$ cat config.mk
export PLATFORM = sky130hd
export DESIGN_NAME = seqgen_85
export DESIGN_NICKNAME = d
export VERILOG_FILES = /design/src/rtl/seqgen_85.sv
export SDC_FILE = /design/constraint.sdc
export NUM_CORES = 1
export LEC_CHECK = 0
export CAP_MARGIN = 20
export CORE_ASPECT_RATIO = 0.9
export CORE_UTILIZATION = 54
export CTS_BUF_LIST = sky130_fd_sc_hd__clkbuf_8 sky130_fd_sc_hd__clkbuf_16
export DETAILED_ROUTE_END_ITERATION = 8
export PLACE_DENSITY = 0.82
export SKIP_CTS_REPAIR_TIMING = 1
export SYNTH_ARGS = -nofsm -noshare
export SYNTH_HDL_FRONTEND = slang
export SYNTH_SLANG_ARGS = --single-unit
$ cat constraint.sdc
create_clock -name Clk -period 3.9 [get_ports Clk]
set_input_delay 0.78 -clock Clk [delete_from_list [all_inputs] [get_ports Clk]]
set_output_delay 0.78 -clock Clk [all_outputs]
set_load 0.05 [all_outputs]
$ cat src/rtl/seqgen_85.sv
// Serial frame transmitter: sends an 8-bit sync word followed by a latched payload,
// both MSB first, one bit per clock. Outputs decode only from registered state.
module seqgen_85 #(
    parameter logic [7:0]  SYNC  = 8'h85,
    parameter int unsigned PAY_W = 8
) (
    input  logic             Clk,
    input  logic             Reset,
    input  logic             Start,
    input  logic [PAY_W-1:0] Data,
    output logic             OutA,
    output logic             Valid,
    output logic             Busy,
    output logic             Done
);

    typedef enum logic [1:0] {
        ST_IDLE = 2'd0,
        ST_SYNC = 2'd1,
        ST_PAY  = 2'd2
    } state_t;

    localparam logic [3:0] SYNC_LAST = 4'd7;
    localparam logic [3:0] PAY_LAST  = 4'(PAY_W - 1);

    state_t           state, state_nx;
    logic [3:0]       cnt, cnt_nx;
    logic [PAY_W-1:0] shreg, shreg_nx;
    logic             done_nx;

    always_ff @(posedge Clk or negedge Reset) begin
        if (!Reset) begin
            state <= ST_IDLE;
            cnt   <= '0;
            shreg <= '0;
            Done  <= 1'b0;
        end else begin
            state <= state_nx;
            cnt   <= cnt_nx;
            shreg <= shreg_nx;
            Done  <= done_nx;
        end
    end

    always_comb begin
        state_nx = state;
        cnt_nx   = cnt;
        shreg_nx = shreg;
        done_nx  = 1'b0;
        OutA     = 1'b0;
        Valid    = 1'b0;
        Busy     = 1'b0;
        case (state)
            ST_IDLE: begin
                if (Start) begin
                    shreg_nx = Data;
                    cnt_nx   = SYNC_LAST;
                    state_nx = ST_SYNC;
                end
            end
            ST_SYNC: begin
                OutA  = SYNC[cnt[2:0]];
                Valid = 1'b1;
                Busy  = 1'b1;
                if (cnt == 4'd0) begin
                    cnt_nx   = PAY_LAST;
                    state_nx = ST_PAY;
                end else begin
                    cnt_nx = cnt - 4'd1;
                end
            end
            ST_PAY: begin
                OutA     = shreg[PAY_W-1];
                Valid    = 1'b1;
                Busy     = 1'b1;
                shreg_nx = shreg << 1;
                if (cnt == 4'd0) begin
                    // cnt parks at zero so the idle state matches the reset state
                    state_nx = ST_IDLE;
                    done_nx  = 1'b1;
                end else begin
                    cnt_nx = cnt - 4'd1;
                end
            end
            default: begin
                state_nx = ST_IDLE;
                cnt_nx   = '0;
                shreg_nx = '0;
            end
        endcase
    end

endmodule

Word level (Yosys, flattened, before mapping)
Memories as Yosys holds them, arrays and structs flattened. Cells that the tools add are included.

Output and inout bits: 4. Input bits: 11. Word-level logic and storage cells: 35. Register bits: 15. RAM bits: 0. Memories: 1. Bits in read-only memories: 8. Bits in latches: 0.

Memory list: (no name shown) (depth 8, width 1, rd ports 1, clocked after memory_dff 0, write ports 0, line 62) `OutA = SYNC[cnt[2:0]];`.

Bitwise logic cells: 1. Mux-type cells: 15. $lt $le $gt $ge: 1. Reductions and logical operators: 6. Shift operators: 0. Div/mod/pow operators: 0. Equal/unequal tests: 6. Add/sub/neg operators: 1. $mul: 0.

Operator list (count): $pmux W8 S3 (1); $mux W4 (3); $pmux W4 S3 (1); $mux W8 (1); $ne A2 B2 Y1 const B (4); $mux W2 (3); $pmux W2 S3 (1); $logic_not A4 Y1 (1); $lt A3 B4 Y1 const B (1); $mux W1 (4); $reduce_and A2 Y1 (2); $sub A4 B1 Y4 const B (1); $reduce_and A3 Y1 (1); $eq A2 B1 Y1 const B (1); $eq A2 B2 Y1 const B (1); $logic_not A2 Y1 (1); $pmux W1 S2 (1); $reduce_or A2 Y1 (1); $not A1 Y1 (1).

Longest topological paths before layout
Word-level depth: 3. Gate-level depth with buffers: 7. Gate-level depth less buffers: 6.

Least setup slack after synthesis
OpenSTA, ideal clock, no wires.

Path type: reg-to-output. Start: reg state[0]. End: out OutA. Slack: 1.315 ns. Path buffers: 0. Stages on the path, launching flop included: 4. Data required time: 3.120 ns. Data arrival time: 1.805 ns. Cells stage by stage: dfrtp_1 -> inv_1 -> ha_1 -> nor2b_1.

Word-level cells in the longest chain between the ends: 2. Elaborated cells between the ends (all ways): 3. Those cells by class: eq/ne (2); mux (1).

RTL lines: start: declaration (line 26) `state_t state, state_nx;`; start signal: assignment (line 38) `state <= state_nx;`; $eq A2 B2 Y1 / $eq A2 B1 Y1 (equally long branches) (line 53) `case (state)`; $pmux W1 S2 * (line 53); end: declaration (line 11) `output logic OutA,`.

Every way passes the cells marked *; elsewhere a longest branch is shown, timed or not.

Final worst setup path
Ends and elaborated chain as after synthesis.

==> impl_metrics.yaml <==
timing:
  transition_time_of_the_tightest_slew_check_pin_ns: 0.633
  min_period_over_period_pct: 79.4
  grt_setup_unrepaired: "no"
  hold-worst-slack_ns: 0.488
  finalSetupTns_ns: 0
  final-setup-viol-count: 0
  number_of_hold_slack_violations_in_the_final_timing_report: 0
  fin_crit_ns: 3.10
  skew_ns: 0.00136
  final-max-slew-violation-count: 0
  slew_headroom_pct: 57.6
  timing.fmax_ghz: 0.323
yosys:
  synth.largest_area_cell: "dfrtp_1"
  postSynthNetCount: 107
  ys_ff_latch: 15
  yosysWarnings: 0
  netlist_area_um2: 845
  post_synth.cell_area_avg_um2: 9.49
  netlist_instances: 89
  synth_largest_type_area_fraction_pct: 44.4
  ys.flop_type: "dfrtp_1"
  synth_seq_area_share_pct: 44.4
  synth-edff-count: 0
  yosys.cell_count.top_type: "dfrtp_1"
  ys_top_cells_by_count: "15 x dfrtp_1, 10 x nand2_1, 10 x o21ai_0"
  synthTopCellsByArea: "dfrtp_1 44%, ha_1 10%, a22oi_1 7.1%"
  ys_types: 26
  synthArstFlopShare_pct: 100
layout:
  final_nets: 122
  drive_gt1_share_pct: 6.80
  n_antenna_cell: 0
  finalInstanceArea_mm2: 0.00103
  final_cell_count_no_fill: 118
  fin_util_pct: 71.1
  synth_to_final_area_change_pct: 21.9
pwr:
  vdd_ir_drop_max_mv: 0.859
  leak_pwr_nw: 0.463
  power-per-cell-area_mw_per_mm2: 926
hold_path:
  worst_hold_path_cells: 2
  hold_class: "flip-flop to flip-flop"
  worst_hold_startpoint: "shreg[0]$_DFFE_PN0P_"
  hold_path_end: "shreg[0]$_DFFE_PN0P_"
setup_path:
  critical_path_required_ns: 3.12
  worst_setup_path_start_kind: "flip-flop"
  worst_r2r_startpoint: "state[0]$_DFFE_PN0P_"
  r2r_cells: 5
  worst-setup-path-type: "flip-flop to output port"
  max_fo_critical_path: 13
  worstSetupEndpointType: "output port"
  cp_data_arrival_time_ns: 2.32
  worst-r2r-setup-slack_ns: 1.92
  reg2reg_to: "shreg[5]$_DFFE_PN0P_"
clocking:
  cts-root-buf: "clkbuf_8"
  max-clock-path-buffers: 2
  tritoncts_num_sinks: 15
  clock_transition_at_the_register_clock_pins_on_the_worst_setup_and_hold_paths_after_cts_ns: 0.06
  cts_buf_count: 3
  cts_tree: "built"
  clk-insertion-delay-late_ns: 0.24
  htree_num_levels: 1
floorplan:
  num_io_pins: 15
  die_height_um: 39.5
  start_util_pct: 58.3
  dieWidth_um: 43.7
  num_rows: 13
  core_area_mm2: 0.00145
  die_area_mm2: 0.00173
placed_design:
  place.gp.congestion: 0.749
  dpl-instance-area_um2: 983
  port_buffers: 14
  dp.final_hpwl_um: 1110
  dp_cells: 114
detailed_routing:
  ant_nets: 0
  vias: 660
  vias_per_cell: 5.59
  detail_route.first_pass.iterations: 6
  detail_route.wl_per_cell_um: 12.9
  postRouteWirelength_um: 1520
  drcViolationCount: 1
  detailedRoute.firstIterationViolations: 21
run:
  cap_viol_max_count: 0
grt:
  grt_pass1_wl_um: 2560
  grt.total_usage_pct: 21.1
  largest_net_degree_at_the_start_of_global_routing: 18
  initial_antenna_violation_count: 0
  number_of_global_route_vias_before_repair: 601
  aggregate_global_routing_overflow: 0
outcome:
  status: "complete, but fails checks"
  violations: "design-rule violations"
worst max-delay path: stages, from the launching register on:
cell,delay [ns]
dfrtp_1,0.41
inv_1,0.12
ha_1,0.44
a22oi_1,0.17
nor2b_1,0.13
clkdlybuf4s50_1,0.80
metal layers:
| layer | GRT usage, % | vias up | routed length (um) |
|---|---|---|---|
| li1 | - | 343 | - |
| met2 | 32.5 | 8 | 694 |
| met5 | 0 | - | 0 |
| met3 | 2.76 | 2 | 36 |
| met1 | 28.8 | 307 | 778 |
| met4 | 11.7 | 0 | 12 |
registers in the layout, indices dropped and copies added (netlist names):
signal	count
cnt	4
state	2
shreg	8
Done	1
power breakdown:
part	switching [mW]	internal, mW	total (mW)
Sequential	0.0604	0.222	0.283
Combinational	0.335	0.212	0.547
Clock	0.0537	0.0706	0.124
through the flow:
stage	power (mW)	worst slack, ns
floorplan	0.714	1.32
global placement	0.817	1.13
detailed placement	0.832	1.07
CTS	0.959	0.802
global route	1.03	0.705
finish	0.954	0.805
how the worst max path moves through the flow:
stage	startpoint	to	slack [ns]	cells after the start
floorplan	state[0]$_DFFE_PN0P_	OutA	1.32	3
global placement	state[0]$_DFFE_PN0P_	OutA	1.13	5
detailed placement	state[0]$_DFFE_PN0P_	OutA	1.07	5
CTS	state[0]$_DFFE_PN0P_	OutA	0.80	5
global route	state[0]$_DFFE_PN0P_	OutA	0.70	5
finish	state[0]$_DFFE_PN0P_	OutA	0.80	5
layout by cell type, fill, tap and decap left out, drive strengths merged:
master and instances:
o31ai 1, nor3b 1, nor4 1, nand2b 3, o21ai 13, nor3 1, a211oi 1, nor2b 1
clkdlybuf4s50 14, a21o 1, nand2 10, clkbuf 3, ha 7, nor2 4, mux2i 1, mux2 1
a22o 2, inv 6, or3b 1, a22oi 8, a32o 1, a21oi 6, clkinv 1, dfrtp 15
final cells by class:
cell class | instances | area (um2)
inverter | 6 | 22.5
fill | 116 | 418
multi-input combinational | 64 | 427
tap | 15 | 18.8
timing repair buffer | 14 | 140
clock buffer | 3 | 41.3
clock inverter | 1 | 5.00
sequential | 15 | 375
kinds of logic (layout without fill, tap and decap cells):
logic type	count (synthesis)	in the layout	synth area share, %
AOI/OAI and AO/OA	33	33	24.9
buffers and inverters	10	24	5.04
and+or+nand+nor	22	22	12.7
adders and majority gates	7	7	10.4
muxes	2	2	2.52
DFF	15	15	44.4
Note: power is estimated with default switching activity, not from simulation.
